## src/rtl/serial_full_adder.sv

```systemverilog
// serial_full_adder: bit-serial adder built around one full-adder cell and a
// registered carry. Adds WIDTH-bit a + b + cin, LSB first, one bit per clock.
// It runs a start/busy/done handshake, and the result is held until the next
// completion.
// Optional feature: define SERIAL_FULL_ADDER_OVF_EN to add the registered
// signed-overflow output ovf.
module serial_full_adder #(
    parameter int unsigned WIDTH = 8
) (
    input  logic             clk,
    input  logic             rst,
    input  logic             start,
    input  logic [WIDTH-1:0] a,
    input  logic [WIDTH-1:0] b,
    input  logic             cin,
    output logic             busy,
    output logic             done,
    output logic [WIDTH-1:0] sum,
    output logic             cout
`ifdef SERIAL_FULL_ADDER_OVF_EN
    ,
    output logic             ovf
`endif
);

    localparam int unsigned   CW       = (WIDTH > 1) ? $clog2(WIDTH) : 1;
    localparam logic [CW-1:0] CNT_LAST = CW'(WIDTH - 1);

    typedef enum logic [1:0] {
        IDLE,
        SHIFT,
        DONE
    } state_t;

    state_t           state_q;
    logic [WIDTH-1:0] sa_q;
    logic [WIDTH-1:0] sb_q;
    logic [WIDTH-1:0] res_q;
    logic [WIDTH-1:0] sum_q;
    logic [CW-1:0]    cnt_q;
    logic             carry_q;
    logic             cout_q;
    logic             busy_q;
    logic             done_q;
`ifdef SERIAL_FULL_ADDER_OVF_EN
    logic             ovf_q;
`endif

    logic             s_d;
    logic             carry_d;
    logic [WIDTH-1:0] sa_d;
    logic [WIDTH-1:0] sb_d;
    logic [WIDTH-1:0] res_d;

    // Full-adder cell on the current LSBs, plus the operand shift.
    always_comb begin
        s_d     = sa_q[0] ^ sb_q[0] ^ carry_q;
        carry_d = (sa_q[0] & sb_q[0]) | (carry_q & (sa_q[0] ^ sb_q[0]));
        sa_d    = sa_q >> 1;
        sb_d    = sb_q >> 1;
    end

    // The result register fills from the MSB. A 1-bit result has no upper
    // slice to shift, so it takes the new bit directly.
    generate
        if (WIDTH == 1) begin : g_res_w1
            assign res_d = s_d;
        end else begin : g_res_wn
            assign res_d = {s_d, res_q[WIDTH-1:1]};
        end
    endgenerate

    // Control FSM and datapath registers. Results commit only on the last bit.
    always_ff @(posedge clk or posedge rst) begin
        if (rst) begin
            state_q <= IDLE;
            sa_q    <= '0;
            sb_q    <= '0;
            res_q   <= '0;
            sum_q   <= '0;
            cnt_q   <= '0;
            carry_q <= 1'b0;
            cout_q  <= 1'b0;
            busy_q  <= 1'b0;
            done_q  <= 1'b0;
`ifdef SERIAL_FULL_ADDER_OVF_EN
            ovf_q   <= 1'b0;
`endif
        end else begin
            case (state_q)
                IDLE: begin
                    done_q <= 1'b0;
                    if (start) begin
                        sa_q    <= a;
                        sb_q    <= b;
                        carry_q <= cin;
                        cnt_q   <= '0;
                        busy_q  <= 1'b1;
                        state_q <= SHIFT;
                    end
                end
                SHIFT: begin
                    sa_q    <= sa_d;
                    sb_q    <= sb_d;
                    res_q   <= res_d;
                    carry_q <= carry_d;
                    cnt_q   <= cnt_q + CW'(1);
                    if (cnt_q == CNT_LAST) begin
                        sum_q   <= res_d;
                        cout_q  <= carry_d;
`ifdef SERIAL_FULL_ADDER_OVF_EN
                        // carry_q is still the carry into the MSB on this edge
                        ovf_q   <= carry_q ^ carry_d;
`endif
                        busy_q  <= 1'b0;
                        done_q  <= 1'b1;
                        state_q <= DONE;
                    end
                end
                DONE: begin
                    done_q  <= 1'b0;
                    state_q <= IDLE;
                end
                default: begin
                    busy_q  <= 1'b0;
                    done_q  <= 1'b0;
                    state_q <= IDLE;
                end
            endcase
        end
    end

    assign busy = busy_q;
    assign done = done_q;
    assign sum  = sum_q;
    assign cout = cout_q;
`ifdef SERIAL_FULL_ADDER_OVF_EN
    assign ovf  = ovf_q;
`endif

endmodule

```

## config.mk

```make
export PLATFORM = sky130hd
export DESIGN_NAME = serial_full_adder
export DESIGN_NICKNAME = d
export VERILOG_FILES = /design/src/rtl/serial_full_adder.sv
export SDC_FILE = /design/constraint.sdc
export NUM_CORES = 1
export LEC_CHECK = 0
export ABC_CLOCK_PERIOD_IN_PS = 3500
export CORE_MARGIN = 4
export CORE_UTILIZATION = 55
export DETAILED_ROUTE_END_ITERATION = 16
export GPL_ROUTABILITY_DRIVEN = 0
export HOLD_SLACK_MARGIN = 0.05
export MAX_ROUTING_LAYER = met4
export PLACE_DENSITY_LB_ADDON = 0.08
export SKIP_CTS_REPAIR_TIMING = 1
export SLEW_MARGIN = 20
export SYNTH_ARGS = -nofsm -noshare
export SYNTH_HDL_FRONTEND = slang
export SYNTH_SLANG_ARGS = --single-unit
```

## constraint.sdc

```tcl
create_clock -name clk -period 3.5 [get_ports clk]
set_input_delay 0.7 -clock clk [delete_from_list [all_inputs] [get_ports clk]]
set_output_delay 0.7 -clock clk [all_outputs]
set_load 0.1 [all_outputs]
```

==> flow_summary.json, run 1 <==
{
  "outcome": "finished, final reports clean",
  "synth_top_area_cell": "dfrtp_1",
  "path_cells": "clkdlybuf4s50_1",
  "rsz0062_at_grt": "false",
  "worst_pin_slew_ns": 0.969,
  "drc": 0,
  "htreeDepth": 2,
  "maxClockFrequency_ghz": 0.393,
  "arrival_ns": 1.85,
  "synth_top_area_frac": 0.560,
  "die_area_um2": 4220,
  "total_power_mw": 2.19,
  "reg2reg_depth": 3,
  "swShare": 0.473,
  "grt_pass1_wl_mm": 6.02,
  "setup_violations": 0,
  "netlist_area_um2": 1790,
  "slowest_delay_ns": 1.13,
  "antenna_cells": 0,
  "root_buffer": "clkbuf_4",
  "rrSetupSlack_ns": 1.76,
  "initial_core_util": 0.580,
  "first_pass_iters": 4,
  "syn_area_per_cell_um2": 11.5,
  "nFillCells": 253,
  "clock_power_share": 0.099,
  "synthCells": 156,
  "rows": 20,
  "crit_path_top_delay_cell": "clkdlybuf4s50_1",
  "grt_use_total": 0.194,
  "drt_iter0_markers": 79,
  "io_buffers": 30,
  "final_nets": 210,
  "min_from": "res_q[1]",
  "grt_max_degree": 41,
  "die_h_um": 65.0,
  "maxCapViolations": 0,
  "synthDistinctLibCells": 33,
  "start_kind": "flip-flop",
  "finalClockSkew_ns": 0.00639,
  "leakagePower_nw": 0.993,
  "timing.final.crit_share": 0.728,
  "r2r_end": "sum[0]",
  "synth.net_count": 179,
  "final_common_cell": "dfrtp_1",
  "wl_per_cell_um": 15.5,
  "ios": 31,
  "synthAdderAreaFrac": 0.0252,
  "netlist_top_cells_area": "dfrtp_1 56%, mux2_4 7.6%, nand2_1 5.3%",
  "coreArea_um2": 3080,
  "ys_warn_count": 0,
  "num_vias": 1273,
  "synth_mux_area_frac": 0.0756,
  "period_minus_slack_ns": 2.55,
  "drt_wl_total_mm": 3.59,
  "hold_end": "res_q[1]",
  "synth_xor_area_frac": 0,
  "antenna_found_initial": 0,
  "peakVddDrop_mv": 0.557,
  "synth_compound_area_frac": 0.147,
  "hold_viol_final": 0,
  "min_path_type": "reg2reg",
  "cp_num_buf_inv": 1,
  "synthSimpleGateAreaFrac": 0.145,
  "min_path_cells": 2,
  "internal_power_mw": 1.15,
  "final_cell_mix": "40 x dfrtp_1, 30 x clkdlybuf4s50_1, 25 x nand2_1, 9 x mux2_4, 8 x inv_1",
  "grt-ovfl-total": 0,
  "critical_path_class": "reg2out",
  "die_w_um": 65.0,
  "vias_per_cell": 5.51,
  "cts.clk_slew.worst_paths_ns": 0.11,
  "crit_path_max_fanout": 2,
  "ant_nets": 0,
  "cp-end-kind": "primary output",
  "ys_seq_elements": 40,
  "required_ns": 2.80,
  "cts_made_buffers": 5,
  "drive_above_1_share": 0.123,
  "synth_seq_area_share": 0.560,
  "cts_sinks": 40,
  "cts.path.max_buffers": 2,
  "power.share.combinational": 0.523,
  "p_seq_frac": 0.378,
  "tritoncts": "yes",
  "maxSlewHeadroom": 0.352,
  "grt_pass1_vias": 1324,
  "p_per_area_nw_per_um2": 1020,
  "cp_top_family": "buffers and inverters",
  "slew_violations": 0,
  "dp_hpwl_mm": 2.51,
  "power.switching_mw": 1.04,
  "clock_latency_ns": 0.34,
  "area_delta_synth_final_pct": 20.3,
  "setup_tns_ns": 0,
  "synth_top_family_by_area": "compound AO/OA/AOI/OAI gates",
  "timing.rr.start": "state_q[1]"
}
-- cells in the mapped netlist, drive strengths merged --
cell      n
and2b     1
ha        2
o21ai    10
a2bb2oi   3
o22a      3
clkinv    1
nand3b    2
a22oi     1
nor2b     5
a221o     2
o221a     2
nand2    26
a22o      3
buf       6
inv       9
mux2      9
nand2b    5
dfrtp    40
a21oi     4
a221oi    4
clkbuf    1
o22ai     4
fa        1
nor3      4
nor3b     3
nor2      5
-- routing by layer --
| metal | global-route usage | wire length, um | up-vias |
|---|---|---|---|
| met5 | - | 0 | - |
| met3 | 0.0607 | 211 | 7 |
| met1 | 0.234 | 1550 | 616 |
| li1 | - | - | 604 |
| met2 | 0.307 | 1760 | 46 |
| met4 | 0.0712 | 69 | 0 |
-- kinds of logic after synthesis --
group / after synthesis
DFF: 40
AOI/OAI and AO/OA: 36
buffers and inverters: 17
muxes: 9
adders and majority gates: 3
and+or+nand+nor: 51
-- registers in the layout (all words and copies together), names as in the netlist --
| register | flops |
|---|---|
| done | 1 |
| sa_q | 8 |
| busy | 1 |
| cnt_q | 3 |
| carry_q | 1 |
| res_q | 7 |
| sb_q | 8 |
| sum | 8 |
| cout | 1 |
| state_q | 2 |
-- power by group through the flow --
stage                     clock network (mW)  registers, mW  logic [mW]
after global placement                     0          0.827        1.13
after global routing                   0.243          0.859        1.22
after detailed placement                   0          0.837        1.15
after floorplan                            0           1.21       0.534
after CTS                              0.225          0.830        1.16
final                                  0.216          0.829        1.15
-- how the worst max path moves through the flow --
stage,startpoint,end,slack (ns),cells past startpoint
5_1_grt,cout,cout,0.87,1
3_5_place_dp,start,sa_q[5],1.30,4
2_1_floorplan,rst,busy,1.88,1
4_1_cts,sum[0],sum[0],0.93,1
3_3_place_gp,sum[4],sum[4],1.34,1
6_report,busy,busy,0.95,1
-- layout make-up --
class	count	area [um^2]	share of cell area
well taps	44	55.1	0.0256
clock buffers	6	41.3	0.0192
inverters	10	37.5	0.0175
repair buffers	31	308	0.143
multi-input cells	99	702	0.327
clock inverters	1	5.00	0.00233
flip-flops and latches	40	1000	0.466
-- metrics by stage --
stage               cell area [um^2]  cells  hold WS [ns]  worst slack (ns)  utilization
finish                          2150    231         0.506             0.953        0.698
global route                    2150    231         0.535             0.875        0.698
CTS                             2150    231         0.505             0.926        0.698
detailed placement              2100    224         0.481              1.30        0.683
global placement                2100    224         0.461              1.34        0.683
floorplan                       1790    156         0.446              1.88            -
(Power assumes the default switching activity.)
==> run 2: changes to the inputs <==
--- a/config.mk
+++ b/config.mk
@@ -5,9 +5,9 @@
 export SDC_FILE = /design/constraint.sdc
 export NUM_CORES = 1
 export LEC_CHECK = 0
-export ABC_CLOCK_PERIOD_IN_PS = 3500
+export ABC_CLOCK_PERIOD_IN_PS = 2200
 export CORE_MARGIN = 4
-export CORE_UTILIZATION = 55
+export CORE_UTILIZATION = 47
 export DETAILED_ROUTE_END_ITERATION = 16
 export GPL_ROUTABILITY_DRIVEN = 0
 export HOLD_SLACK_MARGIN = 0.05
==> constraint.sdc (replaced) <==
create_clock -name clk -period 2.2 [get_ports clk]
set_input_delay 0.44 -clock clk [delete_from_list [all_inputs] [get_ports clk]]
set_output_delay 0.44 -clock clk [all_outputs]
set_load 0.1 [all_outputs]
==> flow_summary.json, run 2 (synthesis gave the netlist of run 1 again) <==
{
  "grt_use_total": 0.158,
  "power.switching_mw": 1.66,
  "antenna_found_initial": 0,
  "min_path_type": "reg2reg",
  "cts_sinks": 40,
  "maxClockFrequency_ghz": 0.602,
  "reg2reg_depth": 3,
  "total_power_mw": 3.68,
  "final_area_um2": 2200,
  "period_minus_slack_ns": 1.66,
  "area_delta_synth_final_pct": 22.9,
  "rows": 22,
  "final_util": 0.600,
  "power.share.combinational": 0.486,
  "vias_per_cell": 5.15,
  "final_cell_mix": "40 x dfrtp_1, 25 x nand2_1, 19 x clkdlybuf4s50_1, 13 x buf_4, 9 x mux2_4",
  "grt_pass1_wl_mm": 5.98,
  "first_pass_iters": 4,
  "start_kind": "flip-flop",
  "r2r_end": "sum[7]",
  "initial_core_util": 0.488,
  "leakagePower_nw": 1.04,
  "timing.rr.start": "state_q[0]",
  "drt_wl_total_mm": 3.37,
  "drt_iter0_markers": 72,
  "die_area_um2": 4850,
  "place_ws_ns": 0.281,
  "min_path_cells": 2,
  "rrSetupSlack_ns": 0.54,
  "clock_latency_ns": 0.29,
  "required_ns": 2.38,
  "final_nets": 211,
  "outcome": "finished, final reports clean",
  "ant_nets": 0,
  "crit_path_max_fanout": 17,
  "io_buffers": 30,
  "setup_tns_ns": 0,
  "finalClockSkew_ns": 0.00503,
  "worst_pin_slew_ns": 0.569,
  "p_per_area_nw_per_um2": 1680,
  "cp-end-kind": "flip-flop",
  "peakVddDrop_mv": 0.600,
  "hold_viol_final": 0,
  "maxCapViolations": 0,
  "tritoncts": "yes",
  "clock_power_share": 0.159,
  "final_common_cell": "dfrtp_1",
  "cts_made_buffers": 5,
  "min_from": "res_q[1]",
  "timing.final.crit_share": 0.755,
  "arrival_ns": 1.84,
  "setup_violations": 0,
  "htreeDepth": 2,
  "num_vias": 1221,
  "p_seq_frac": 0.355,
  "antenna_cells": 0,
  "die_w_um": 69.7,
  "root_buffer": "clkbuf_8",
  "rsz0062_at_grt": "false",
  "internal_power_mw": 2.03,
  "ios": 31,
  "grt-ovfl-total": 0,
  "die_h_um": 69.7,
  "dp_hpwl_mm": 2.33,
  "hold_end": "res_q[1]",
  "place_area_um2": 2090,
  "maxSlewHeadroom": 0.621,
  "wl_per_cell_um": 14.2,
  "swShare": 0.450,
  "drc": 0,
  "drive_above_1_share": 0.190,
  "coreArea_um2": 3660,
  "critical_path_class": "reg2reg",
  "timing.final.ws_setup_ns": 0.538,
  "cts.clk_slew.worst_paths_ns": 0.08,
  "slew_violations": 0,
  "cts.path.max_buffers": 2,
  "grt_pass1_vias": 1322,
  "grt_max_degree": 41
}
==> run 2: changes by cell type in the layout (fill, tap and decap cells not counted) <==
cell             previous run  this run
buf_4                       1        13
clkbuf_4                    5         0
clkdlybuf4s50_1            30        19
bufinv_16                   0         1
clkbuf_8                    0         5
==> run 2: per-layer routing <==
layer,global-route usage,part of all wire,up-vias
met5,-,0,-
met4,0.0809,0.014,0
met3,0.0333,0.043,5
met2,0.239,0.44,30
met1,0.202,0.51,576
li1,-,-,610
==> run 2: final cells by class <==
cell class	count	area [um^2]
multi-input cells	99	702
clock inverters	2	35.0
repair buffers	32	288
inverters	10	37.5
well taps	48	60.1
flip-flops and latches	40	1000
clock buffers	6	72.6
fillers	333	1470
==> run 2: worst max-delay path by stage <==
stage | slack, ns | to | cells past startpoint | from
floorplan | 0.83 | cout | 4 | cnt_q[0]
global placement | 0.33 | sa_q[4] | 4 | start
detailed placement | 0.28 | sa_q[4] | 4 | start
CTS | 0.51 | sa_q[3] | 3 | state_q[0]
global route | 0.32 | sb_q[3] | 3 | state_q[0]
finish | 0.54 | sum[7] | 3 | state_q[0]
==> run 2: power groups by stage <==
stage	clock (mW)	sequential, mW	combinational (mW)
after floorplan	0	1.92	0.850
after global placement	0	1.32	1.78
after detailed placement	0	1.32	1.80
after CTS	0.600	1.31	1.81
after global routing	0.635	1.36	1.92
final	0.584	1.31	1.79
==> run 2: metrics by stage <==
step                instances  hold slack, ns
floorplan                 156           0.446
global placement          229           0.463
detailed placement        229           0.476
CTS                       237           0.496
global route              237           0.520
finish                    237           0.491
==> run 2: worst max-delay path, cell delays in order (launching register included) <==
cell     delay (ns)
dfrtp_1        0.70
and2b_4        0.35
nand2_4        0.16
mux2_4         0.33
==> run 3: changes to the inputs <==
--- a/config.mk
+++ b/config.mk
@@ -5,9 +5,9 @@
 export SDC_FILE = /design/constraint.sdc
 export NUM_CORES = 1
 export LEC_CHECK = 0
-export ABC_CLOCK_PERIOD_IN_PS = 2200
+export ABC_CLOCK_PERIOD_IN_PS = 1600
 export CORE_MARGIN = 4
-export CORE_UTILIZATION = 47
+export CORE_UTILIZATION = 52
 export DETAILED_ROUTE_END_ITERATION = 16
 export GPL_ROUTABILITY_DRIVEN = 0
 export HOLD_SLACK_MARGIN = 0.05
==> constraint.sdc (replaced) <==
create_clock -name clk -period 1.6 [get_ports clk]
set_input_delay 0.32 -clock clk [delete_from_list [all_inputs] [get_ports clk]]
set_output_delay 0.32 -clock clk [all_outputs]
set_load 0.1 [all_outputs]
==> flow_summary.json, run 3 (synthesis gave the netlist of run 1 again) <==
{
  "seqCellArea_um2": 1000,
  "maxCapViolations": 0,
  "slew_violations": 0,
  "crit_path_top_delay_cell": "dfrtp_1",
  "worst_pin_slew_ns": 0.374,
  "num_vias": 1334,
  "coreArea_um2": 3340,
  "antenna_found_initial": 0,
  "path_cells": "ha_1 > ha_1 > nand2_4 > mux2_4",
  "cts.clk_slew.worst_paths_ns": 0.12,
  "root_buffer": "clkbuf_4",
  "period_minus_slack_ns": 1.44,
  "htreeDepth": 2,
  "drive_above_1_share": 0.223,
  "outcome": "finished, final reports clean",
  "die_h_um": 66.6,
  "timing.final.crit_share": 0.902,
  "finalClockSkew_ns": 0.00374,
  "cp_num_buf_inv": 0,
  "wl_per_cell_um": 15.0,
  "slowest_delay_ns": 0.42,
  "critical_path_class": "reg2reg",
  "drc": 0,
  "die_area_um2": 4440,
  "cp_common_cell": "ha_1",
  "cts_sinks": 40,
  "dp_hpwl_mm": 2.66,
  "min_path_type": "in2async",
  "final_nets": 219,
  "cts_made_buffers": 5,
  "tritoncts": "yes",
  "area_delta_synth_final_pct": 32.8,
  "antenna_cells": 0,
  "cp-end-kind": "flip-flop",
  "crit_path_max_fanout": 10,
  "vias_per_cell": 5.49,
  "clock_latency_ns": 0.34,
  "peakVddDrop_mv": 1.33,
  "leakagePower_nw": 1.12,
  "setup_violations": 0,
  "cts.path.max_buffers": 2,
  "final_cell_mix": "40 x dfrtp_1, 25 x nand2_1, 19 x clkdlybuf4s50_1, 12 x buf_12",
  "multi_input_area_um2": 702,
  "p_per_area_nw_per_um2": 2290,
  "drt_iter0_markers": 72,
  "cp_top_family": "adder cells",
  "drt_wl_total_mm": 3.64,
  "rsz0062_at_grt": "false",
  "grt-ovfl-total": 0,
  "setup_tns_ns": 0,
  "grt_max_degree": 41,
  "arrival_ns": 1.68,
  "grt_use_total": 0.194,
  "dp.cells": 235,
  "required_ns": 1.84,
  "grt_pass1_wl_mm": 6.22,
  "instances_no_fill": 243,
  "final_common_cell": "dfrtp_1",
  "ios": 31,
  "die_w_um": 66.6,
  "grt_pass1_vias": 1416,
  "rows": 21,
  "start_kind": "flip-flop",
  "ant_nets": 0,
  "initial_core_util": 0.535,
  "hold_viol_final": 0,
  "first_pass_iters": 4,
  "maxSlewHeadroom": 0.750,
  "nFillCells": 252,
  "maxClockFrequency_ghz": 0.693,
  "io_buffers": 30
}
[run 3: final timing paths]
path | from | end | slack [ns] | cells past startpoint
max in group asynchronous | rst | sb_q[2] | 1.06 | 3
min in group clk | res_q[1] | res_q[1] | 0.50 | 2
setup / recovery | cnt_q[0] | sum[4] | 0.16 | 4
hold / removal | rst | sa_q[0] | 0.33 | 3
setup reg to reg | cnt_q[0] | sum[4] | 0.16 | 4
hold reg to reg | res_q[1] | res_q[1] | 0.50 | 2
[run 3: through the flow]
stage               cell area [um^2]  hold slack [ns]   util  setup slack (ns)  power [mW]
floorplan                       1790            0.446      -             0.232        3.81
finish                          2370            0.335  0.711             0.157        5.44
detailed placement              2300            0.468  0.688          0.000787        4.83
CTS                             2370            0.349  0.711             0.140        5.48
global placement                2300            0.463  0.688            0.0246        4.74
global route                    2370            0.351  0.711             0.124        5.75
[run 3: cell type report]
cell class | instances | area share
clock buffer | 6 | 0.0174
clock inverter | 2 | 0.0148
inverter | 10 | 0.0158
multi-input combinational | 99 | 0.296
sequential | 40 | 0.422
tap | 46 | 0.0243
timing repair buffer | 40 | 0.210
[run 3: routing by layer]
layer / vias to the layer above / wire length [um] / global-route usage
met5: - / 0 / -
met3: 12 / 204 / 0.0354
met4: 0 / 91 / 0.0990
met1: 654 / 1590 / 0.244
li1: 625 / - / -
met2: 43 / 1750 / 0.300
[run 3: worst register-to-register path, delay by kind of cell, from the launching register on]
kind                       cells  cell delay [ns]
muxes                          1             0.32
and+or+nand+nor                1             0.18
DFF                            1             0.42
adders and majority gates      2             0.43
[run 3: where the power goes]
group	internal [mW]	leakage, nW	switching (mW)
Sequential	1.47	0.481	0.373
Combinational	1.26	0.592	1.69
Clock	0.328	0.0422	0.324
